**src/rtl/decoder_nx2n_seq_if.sv**
```systemverilog
// Select/strobe bundle for the N-to-2^N sequenced decoder.
// The master drives the controls and the slave returns the registered decode.
interface decoder_nx2n_seq_if #(
   parameter int N = 2
);
   logic               en;
   logic               mode;
   logic [N-1:0]       in;
   logic               load;
   logic [(1<<N)-1:0]  out;
   logic [N-1:0]       idx;
   logic               valid;
   logic               wrap;

   modport master (
      output en, mode, in, load,
      input  out, idx, valid, wrap
   );

   modport slave (
      input  en, mode, in, load,
      output out, idx, valid, wrap
   );
endinterface

```
**src/rtl/decoder_nx2n_seq.sv**
```systemverilog
// Registered N-to-2^N one-hot decoder with a direct mode and a self-running scan mode.
// In scan mode each index is held for DWELL cycles before the next one is shown.
module decoder_nx2n_seq #(
   parameter int N          = 2,
   parameter int DWELL      = 4,
   parameter bit ACTIVE_LOW = 1'b0
) (
   input  logic               clk,
   input  logic               rst,
   decoder_nx2n_seq_if.slave  bus
);
   localparam int            W        = 1 << N;
   localparam logic [W-1:0]  OUT_OFF  = ACTIVE_LOW ? {W{1'b1}} : {W{1'b0}};
   localparam logic [15:0]   CNT_LAST = 16'(DWELL - 1);
   localparam logic [N-1:0]  IDX_LAST = {N{1'b1}};

   typedef enum logic [1:0] {
      IDLE   = 2'd0,
      DIRECT = 2'd1,
      SCAN   = 2'd2
   } state_t;

   state_t        state_r, state_s;
   logic [N-1:0]  idx_r, idx_s;
   logic [15:0]   cnt_r, cnt_s;
   logic          valid_r, valid_s;
   logic          wrap_r, wrap_s;
   logic [W-1:0]  out_r, out_s;

   function automatic logic [W-1:0] decode(input logic [N-1:0] sel);
      logic [W-1:0] hot;
      hot = {{(W-1){1'b0}}, 1'b1} << sel;
      return ACTIVE_LOW ? ~hot : hot;
   endfunction

   // Next-state, index, dwell counter and output decode.
   always_comb begin
      state_s = state_r;
      idx_s   = idx_r;
      cnt_s   = cnt_r;
      valid_s = valid_r;
      wrap_s  = 1'b0;
      if (!bus.en) begin
         state_s = IDLE;
         idx_s   = {N{1'b0}};
         cnt_s   = 16'd0;
         valid_s = 1'b0;
      end else if (!bus.mode) begin
         state_s = DIRECT;
         idx_s   = bus.in;
         cnt_s   = 16'd0;
         valid_s = 1'b1;
      end else if ((state_r != SCAN) || bus.load) begin
         // Scan entry and reload share one path; a reload never raises wrap.
         state_s = SCAN;
         idx_s   = bus.in;
         cnt_s   = 16'd0;
         valid_s = 1'b1;
      end else if (cnt_r == CNT_LAST) begin
         cnt_s   = 16'd0;
         idx_s   = idx_r + 1'b1;
         wrap_s  = (idx_r == IDX_LAST);
      end else begin
         cnt_s   = cnt_r + 16'd1;
      end
      out_s = valid_s ? decode(idx_s) : OUT_OFF;
   end

   // State and output registers.
   always_ff @(posedge clk or posedge rst) begin
      if (rst) begin
         state_r <= IDLE;
         idx_r   <= {N{1'b0}};
         cnt_r   <= 16'd0;
         valid_r <= 1'b0;
         wrap_r  <= 1'b0;
         out_r   <= OUT_OFF;
      end else begin
         state_r <= state_s;
         idx_r   <= idx_s;
         cnt_r   <= cnt_s;
         valid_r <= valid_s;
         wrap_r  <= wrap_s;
         out_r   <= out_s;
      end
   end

   assign bus.out   = out_r;
   assign bus.idx   = idx_r;
   assign bus.valid = valid_r;
   assign bus.wrap  = wrap_r;
endmodule

```
**src/flat_wrapper.sv**
```systemverilog
// flat-port wrapper written by rule: the top's interface ports become plain ports
module decoder_nx2n_seq_flat 
#(
   parameter int N          = 2,
   parameter int DWELL      = 4,
   parameter bit ACTIVE_LOW = 1'b0
)
  (clk, rst, bus_en, bus_mode, bus_in, bus_load, bus_out, bus_idx, bus_valid, bus_wrap);
  decoder_nx2n_seq_if #(.N(N)) bus_i ();
  input  logic clk;
  input  logic rst;
  input wire logic [$bits(bus_i.en)-1:0] bus_en;
  input wire logic [$bits(bus_i.mode)-1:0] bus_mode;
  input wire logic [$bits(bus_i.in)-1:0] bus_in;
  input wire logic [$bits(bus_i.load)-1:0] bus_load;
  output wire logic [$bits(bus_i.out)-1:0] bus_out;
  output wire logic [$bits(bus_i.idx)-1:0] bus_idx;
  output wire logic [$bits(bus_i.valid)-1:0] bus_valid;
  output wire logic [$bits(bus_i.wrap)-1:0] bus_wrap;
  assign bus_i.en = bus_en;
  assign bus_i.mode = bus_mode;
  assign bus_i.in = bus_in;
  assign bus_i.load = bus_load;
  assign bus_out = bus_i.out;
  assign bus_idx = bus_i.idx;
  assign bus_valid = bus_i.valid;
  assign bus_wrap = bus_i.wrap;
  decoder_nx2n_seq #(.N(N), .DWELL(DWELL), .ACTIVE_LOW(ACTIVE_LOW)) u_core (.clk(clk), .rst(rst), .bus(bus_i));
endmodule
```
**config.mk**
```make
export PLATFORM = sky130hd
export DESIGN_NAME = decoder_nx2n_seq_flat
export DESIGN_NICKNAME = d
export VERILOG_FILES = /design/src/rtl/decoder_nx2n_seq_if.sv /design/src/rtl/decoder_nx2n_seq.sv /design/src/flat_wrapper.sv
export SDC_FILE = /design/constraint.sdc
export NUM_CORES = 1
export LEC_CHECK = 0
export CAP_MARGIN = 20
export CELL_PAD_IN_SITES_DETAIL_PLACEMENT = 0
export CELL_PAD_IN_SITES_GLOBAL_PLACEMENT = 1
export CORE_ASPECT_RATIO = 0.8
export CORE_MARGIN = 4
export CORE_UTILIZATION = 43
export CTS_CLUSTER_DIAMETER = 150
export CTS_CLUSTER_SIZE = 24
export DETAILED_ROUTE_END_ITERATION = 8
export PLACE_DENSITY = 0.86
export RECOVER_POWER = 50
export SLEW_MARGIN = 15
export SYNTH_ARGS = -nofsm -noshare
export SYNTH_HDL_FRONTEND = slang
export SYNTH_SLANG_ARGS = --single-unit
```
**constraint.sdc**
```tcl
create_clock -name clk -period 2.1 [get_ports clk]
set_input_delay 0.42 -clock clk [delete_from_list [all_inputs] [get_ports clk]]
set_output_delay 0.42 -clock clk [all_outputs]
set_load 0.01 [all_outputs]
```
## Word-level counts from Yosys, hierarchy flattened

Cells that the tools add are included.

- Word-level logic and storage cells: 33
- Memories: 0
- Output and inout bits: 8
- Register bits: 26
- Memory bits (writable): 0
- Latch bits: 0
- Memory bits (read-only): 0
- Bits of input ports: 7

- Reduce and logical (&&, ||, !) cells: 1
- Divide/modulo/power cells: 0
- $mul: 0
- $add $sub $neg: 2
- Eq/ne operators: 4
- Magnitude comparators: 0
- Bitwise operators: 0
- Shift-type cells: 1
- Muxes and demuxes: 19

Operators by type and width:

| operator | number |
|---|---|
| 16-bit 2-to-1 mux | 4 |
| 16-bit by 1-bit adder with 16-bit output, second input constant | 1 |
| 16-bit by 2-bit == test with 1-bit output, second input constant | 1 |
| 2-bit 2-to-1 mux | 7 |
| 1-bit 2-to-1 mux | 7 |
| 4-bit 2-to-1 mux | 1 |
| 1-bit by 2-bit left shift with 4-bit output, first input constant | 1 |
| 3-bit by 2-bit inequality test with 1-bit output, second input constant | 1 |
| 2-bit by 1-bit adder with 2-bit output, second input constant | 1 |
| 2-bit == test, second input constant | 1 |
| 2-bit inequality test, second input constant | 1 |
| 1-bit logical OR | 1 |

## Depth between registers and ports, before layout

- Depth after elaboration: 7
- Depth in mapped cells: 7
- Mapped depth without buffers: 5

## Least setup slack after synthesis

Ideal clock, no wire load.

- Path type: register to register
- Start point: register u_core.cnt_r[0]
- End point: register u_core.out_r[2], in the netlist u_core.bus.out[2]
- Arrival time: 1614 ps
- Setup slack: 360 ps
- Period minus slack after synthesis: 1740 ps
- Cell stages (with the launch flop): 7
- Buffers on the path: 1
- Library setup time: 126 ps
- Cell sequence: dfrtp_1 -> ha_1 -> clkbuf_2 -> nor4b_4 -> nand4_4 -> and4b_1 -> o311a_1

- Longest elaborated chain between the ends: 7

RTL lines:

| item | line | source |
|---|---|---|
| from (decl) | decoder_nx2n_seq.sv:25 | `logic [15:0] cnt_r, cnt_s;` |
| from (signal assigned) | decoder_nx2n_seq.sv:81 | `cnt_r <= cnt_s;` |
| 16-bit by 2-bit == test with 1-bit output | decoder_nx2n_seq.sv:59 | `end else if (cnt_r == CNT_LAST) begin` |
| 2-bit 2-to-1 mux | decoder_nx2n_seq.sv:59 |  |
| 2-bit 2-to-1 mux | decoder_nx2n_seq.sv:53 | `end else if ((state_r != SCAN) \|\| bus.load) begin` |
| 2-bit 2-to-1 mux | decoder_nx2n_seq.sv:48 | `end else if (!bus.mode) begin` |
| 2-bit 2-to-1 mux | decoder_nx2n_seq.sv:43 | `if (!bus.en) begin` |
| 1-bit by 2-bit left shift with 4-bit output | decoder_nx2n_seq.sv:32 | `hot = {{(W-1){1'b0}}, 1'b1} << sel;` |
| 4-bit 2-to-1 mux | decoder_nx2n_seq.sv:66 | `out_s = valid_s ? decode(idx_s) : OUT_OFF;` |
| via u_core.out_s[2] | decoder_nx2n_seq.sv:28 | `logic [W-1:0] out_r, out_s;` |
| to (signal assigned) | decoder_nx2n_seq.sv:84 | `out_r <= out_s;` |
| to (decl) | decoder_nx2n_seq.sv:28 |  |

The timed path passes the listed nets, and every way through them passes these cells.
A chain may end at the register's enable or synchronous reset.

## Worst setup path after layout

- Start point: input port bus_mode
- End point: register u_core.out_r[1], in the netlist u_core.bus.out[1]

- Elaborated cells between the ends (all ways): 6

RTL lines:

| item | line | source |
|---|---|---|
| from (decl) | flat_wrapper.sv:13 | `input wire logic [$bits(bus_i.mode)-1:0] bus_mode;` |
| 1-bit 2-to-1 mux | decoder_nx2n_seq.sv:48 |  |
| 1-bit 2-to-1 mux | decoder_nx2n_seq.sv:43 |  |
| via u_core.valid_s | decoder_nx2n_seq.sv:26 | `logic valid_r, valid_s;` |
| 4-bit 2-to-1 mux | decoder_nx2n_seq.sv:66 |  |
| via u_core.out_s[1] | decoder_nx2n_seq.sv:28 |  |

The timed path passes the listed nets, and every way through them passes these cells.

==> run summary <==
CP required -> 2.26 ns
IO buf count -> 14
LEAKAGE -> 0.652 nW
Max Buffers Root-to-Sink -> 2
EDFF count, synth -> 0
Tcrit/Tclk final -> 90.3%
Drt initial violations -> 37
Worst-margin pin slew -> 0.446 ns
Post-CTS Setup Inserts -> 0
Root Buffer -> clkbuf_8
Die X -> 70.4 um
CORE AREA -> 2870 um2
Power per cell area -> 613 nW/um2
Maxcap violations -> 0
Crit Path Max Fanout -> 14
Time the worst path needs with I/O delays and setup -> 1.90 ns
Worst VDD drop -> 0.000461 V
Ys Warns -> 0
CTS resizes -> 0
Max Slew Vio Count -> 0
Clk_skew -> 0.00160 ns
Final setup fails -> 0
CTS tree -> built
Critical path class -> in2reg
Initial antenna violation count -> 0
IO Count -> 15
CTS Buf Count -> 3
Std-Cell Rows -> 17
Die area -> 4080 um2
Ant. Diodes -> 0
Yosys cell types -> 36
Number of vias per cell -> 5.23
Vias in the first global route -> 886
H-tree levels -> 1
Seq/Total Area, Yosys -> 48.5%
Drt first pass iters -> 4
Synthesized instance count -> 128
Top_reg_cell synth -> dfrtp_1
Post-synth top area share -> 48.5%
First-pass GRT wire length -> 4.16 mm
Wire length per cell -> 13.9 um
Skew-Pair Late Insertion Delay -> 0.27 ns
TNS Setup -> 0 ns
Cell Area, Synth -> 1340 um2
Initial core utilization -> 46.7%
RSZ-0062 raised after global routing -> false
Post-synth top area cell -> dfrtp_1
Pin count of the biggest net entering global routing -> 27
Layout area overhead -> 19.8%
Clock slew at reported path FFs -> 0.08 ns
Status -> finished, final reports clean
Final nets -> 156
Final WL -> 2.55 mm
Post-synthesis register bit count -> 26
Routability Congestion -> 0.793
HPWL after DPL -> 1.88 mm
Final antenna-violating net count -> 0
WP data arrival -> 2.06 ns
Avg Synthesized Cell Area -> 10.5 um2
Vias post-DR -> 962
Total grt overflow -> 0
Final Hold Viols -> 0
CP startpoint kind -> primary input
Worst hold path class -> reg2reg
Crit. End Element -> flip-flop
DRC errors left -> 0
Share of layout cells above drive strength 1 -> 11.6%
Gr usage total -> 13.2%
Clock Sinks -> 26
Post-synth ARST share -> 100%
Die Ht -> 58.0 um
Largest cells by area after synthesis -> dfrtp_1, nor2_1, xnor2_1
# hold bufs at CTS -> 0
Fmax -> 527 MHz
Final Power -> 985 uW
Syn Nets -> 137
Max-Slew Margin vs Limit -> 70.0%
-- cell type report --
type,count,area [um2]
Multi-Input combinational cell,92,648
Inverter,6,22.5
Tap cell,38,47.5
Timing Repair Buffer,18,166
Clock buffer,3,41.3
Sequential cell,26,651
Fill cell,248,1260
Clock inverter,1,30.0
-- state kept, by name (all words and copies together) (netlist names) --
register and cells:
u_core.cnt_r 16, u_core.bus.out 4, u_core.bus.idx 2, u_core.state_r 2, u_core.bus.valid 1, u_core.bus.wrap 1
-- per-layer routing --
layer / wire (um) / vias to the layer above / track usage (%)
li1: - / 478 / -
met1: 1290 / 457 / 18.4
met2: 1120 / 25 / 18.9
met3: 112 / 2 / 3.81
met4: 25 / 0 / 5.74
met5: 0 / - / 0
-- cells in the mapped netlist, types with 2 or more instances --
library cell	count
a21oi_1	2
nand3_1	9
xnor2_1	7
nand2_1	9
buf_2	3
nor2_1	19
ha_1	2
inv_1	6
nand2b_1	3
nor3_1	4
nand4_1	3
o21ai_0	3
xor2_1	5
dfrtp_1	26
nor4_1	2
and3_1	2
nor4_4	2
and4_1	2
and2_1	2
-- path summary, 6_finish.rpt --
check                           cells after the start  slack (ns)                end             start
worst max-delay path                                5        0.20  u_core.bus.out[1]          bus_mode
worst min-delay path                                1        0.52    u_core.cnt_r[0]   u_core.cnt_r[0]
worst max register to register                      4        0.36  u_core.bus.out[1]  u_core.cnt_r[12]
worst min register to register                      1        0.52    u_core.cnt_r[0]   u_core.cnt_r[0]
max in group asynchronous                           3        1.21  u_core.bus.idx[1]               rst
min in group asynchronous                           3        0.64  u_core.state_r[0]               rst
-- through the flow --
step / hold WS [ns] / instance area (um2) / cells / utilization [%] / worst slack (ns)
global placement: 0.502 / 1540 / 180 / 53.6 / 0.0665
floorplan: 0.460 / 1340 / 128 / - / 0.360
finish: 0.525 / 1610 / 184 / 55.9 / 0.204
global route: 0.564 / 1610 / 184 / 55.9 / 0.115
detailed placement: 0.509 / 1540 / 180 / 53.6 / 0.0207
CTS: 0.518 / 1610 / 184 / 56.1 / 0.309
-- power by group --
| part | total (mW) | internal [mW] | switching, mW |
|---|---|---|---|
| registers | 0.514 | 0.508 | 0.00567 |
| clock network | 0.409 | 0.255 | 0.154 |
| logic | 0.0620 | 0.0306 | 0.0314 |
| total | 0.985 | 0.794 | 0.191 |
-- logic make-up after synthesis --
kind of cell    synth area share [%]
compound gates                  6.16
xor+xnor                        7.84
fa+ha+maj                       1.87
buf+inv                         3.17
flops                           48.5
mux                             2.14
simple gates                    30.3
-- worst max-delay path: stages --
cell,delay [ns]
dlygate4sd3_1,0.57
and4bb_2,0.33
a21boi_0,0.31
nand2b_1,0.14
nor4b_1,0.29
-- cell usage in the layout, fill, tap and decap left out, types with 3 or more instances in the layout --
| cell type | netlist | routed |
|---|---|---|
| buf_4 | 0 | 3 |
| clkbuf_8 | 0 | 3 |
| clkdlybuf4s50_1 | 0 | 11 |
| dfrtp_1 | 26 | 26 |
| dlygate4sd3_1 | 0 | 3 |
| inv_1 | 6 | 6 |
| nand2_1 | 9 | 9 |
| nand2b_1 | 3 | 3 |
| nand3_1 | 9 | 9 |
| nand4_1 | 3 | 3 |
| nor2_1 | 19 | 19 |
| nor3_1 | 4 | 4 |
| o21ai_0 | 3 | 3 |
| xnor2_1 | 7 | 7 |
| xor2_1 | 5 | 5 |
Note: power is estimated with default switching activity, not from simulation.
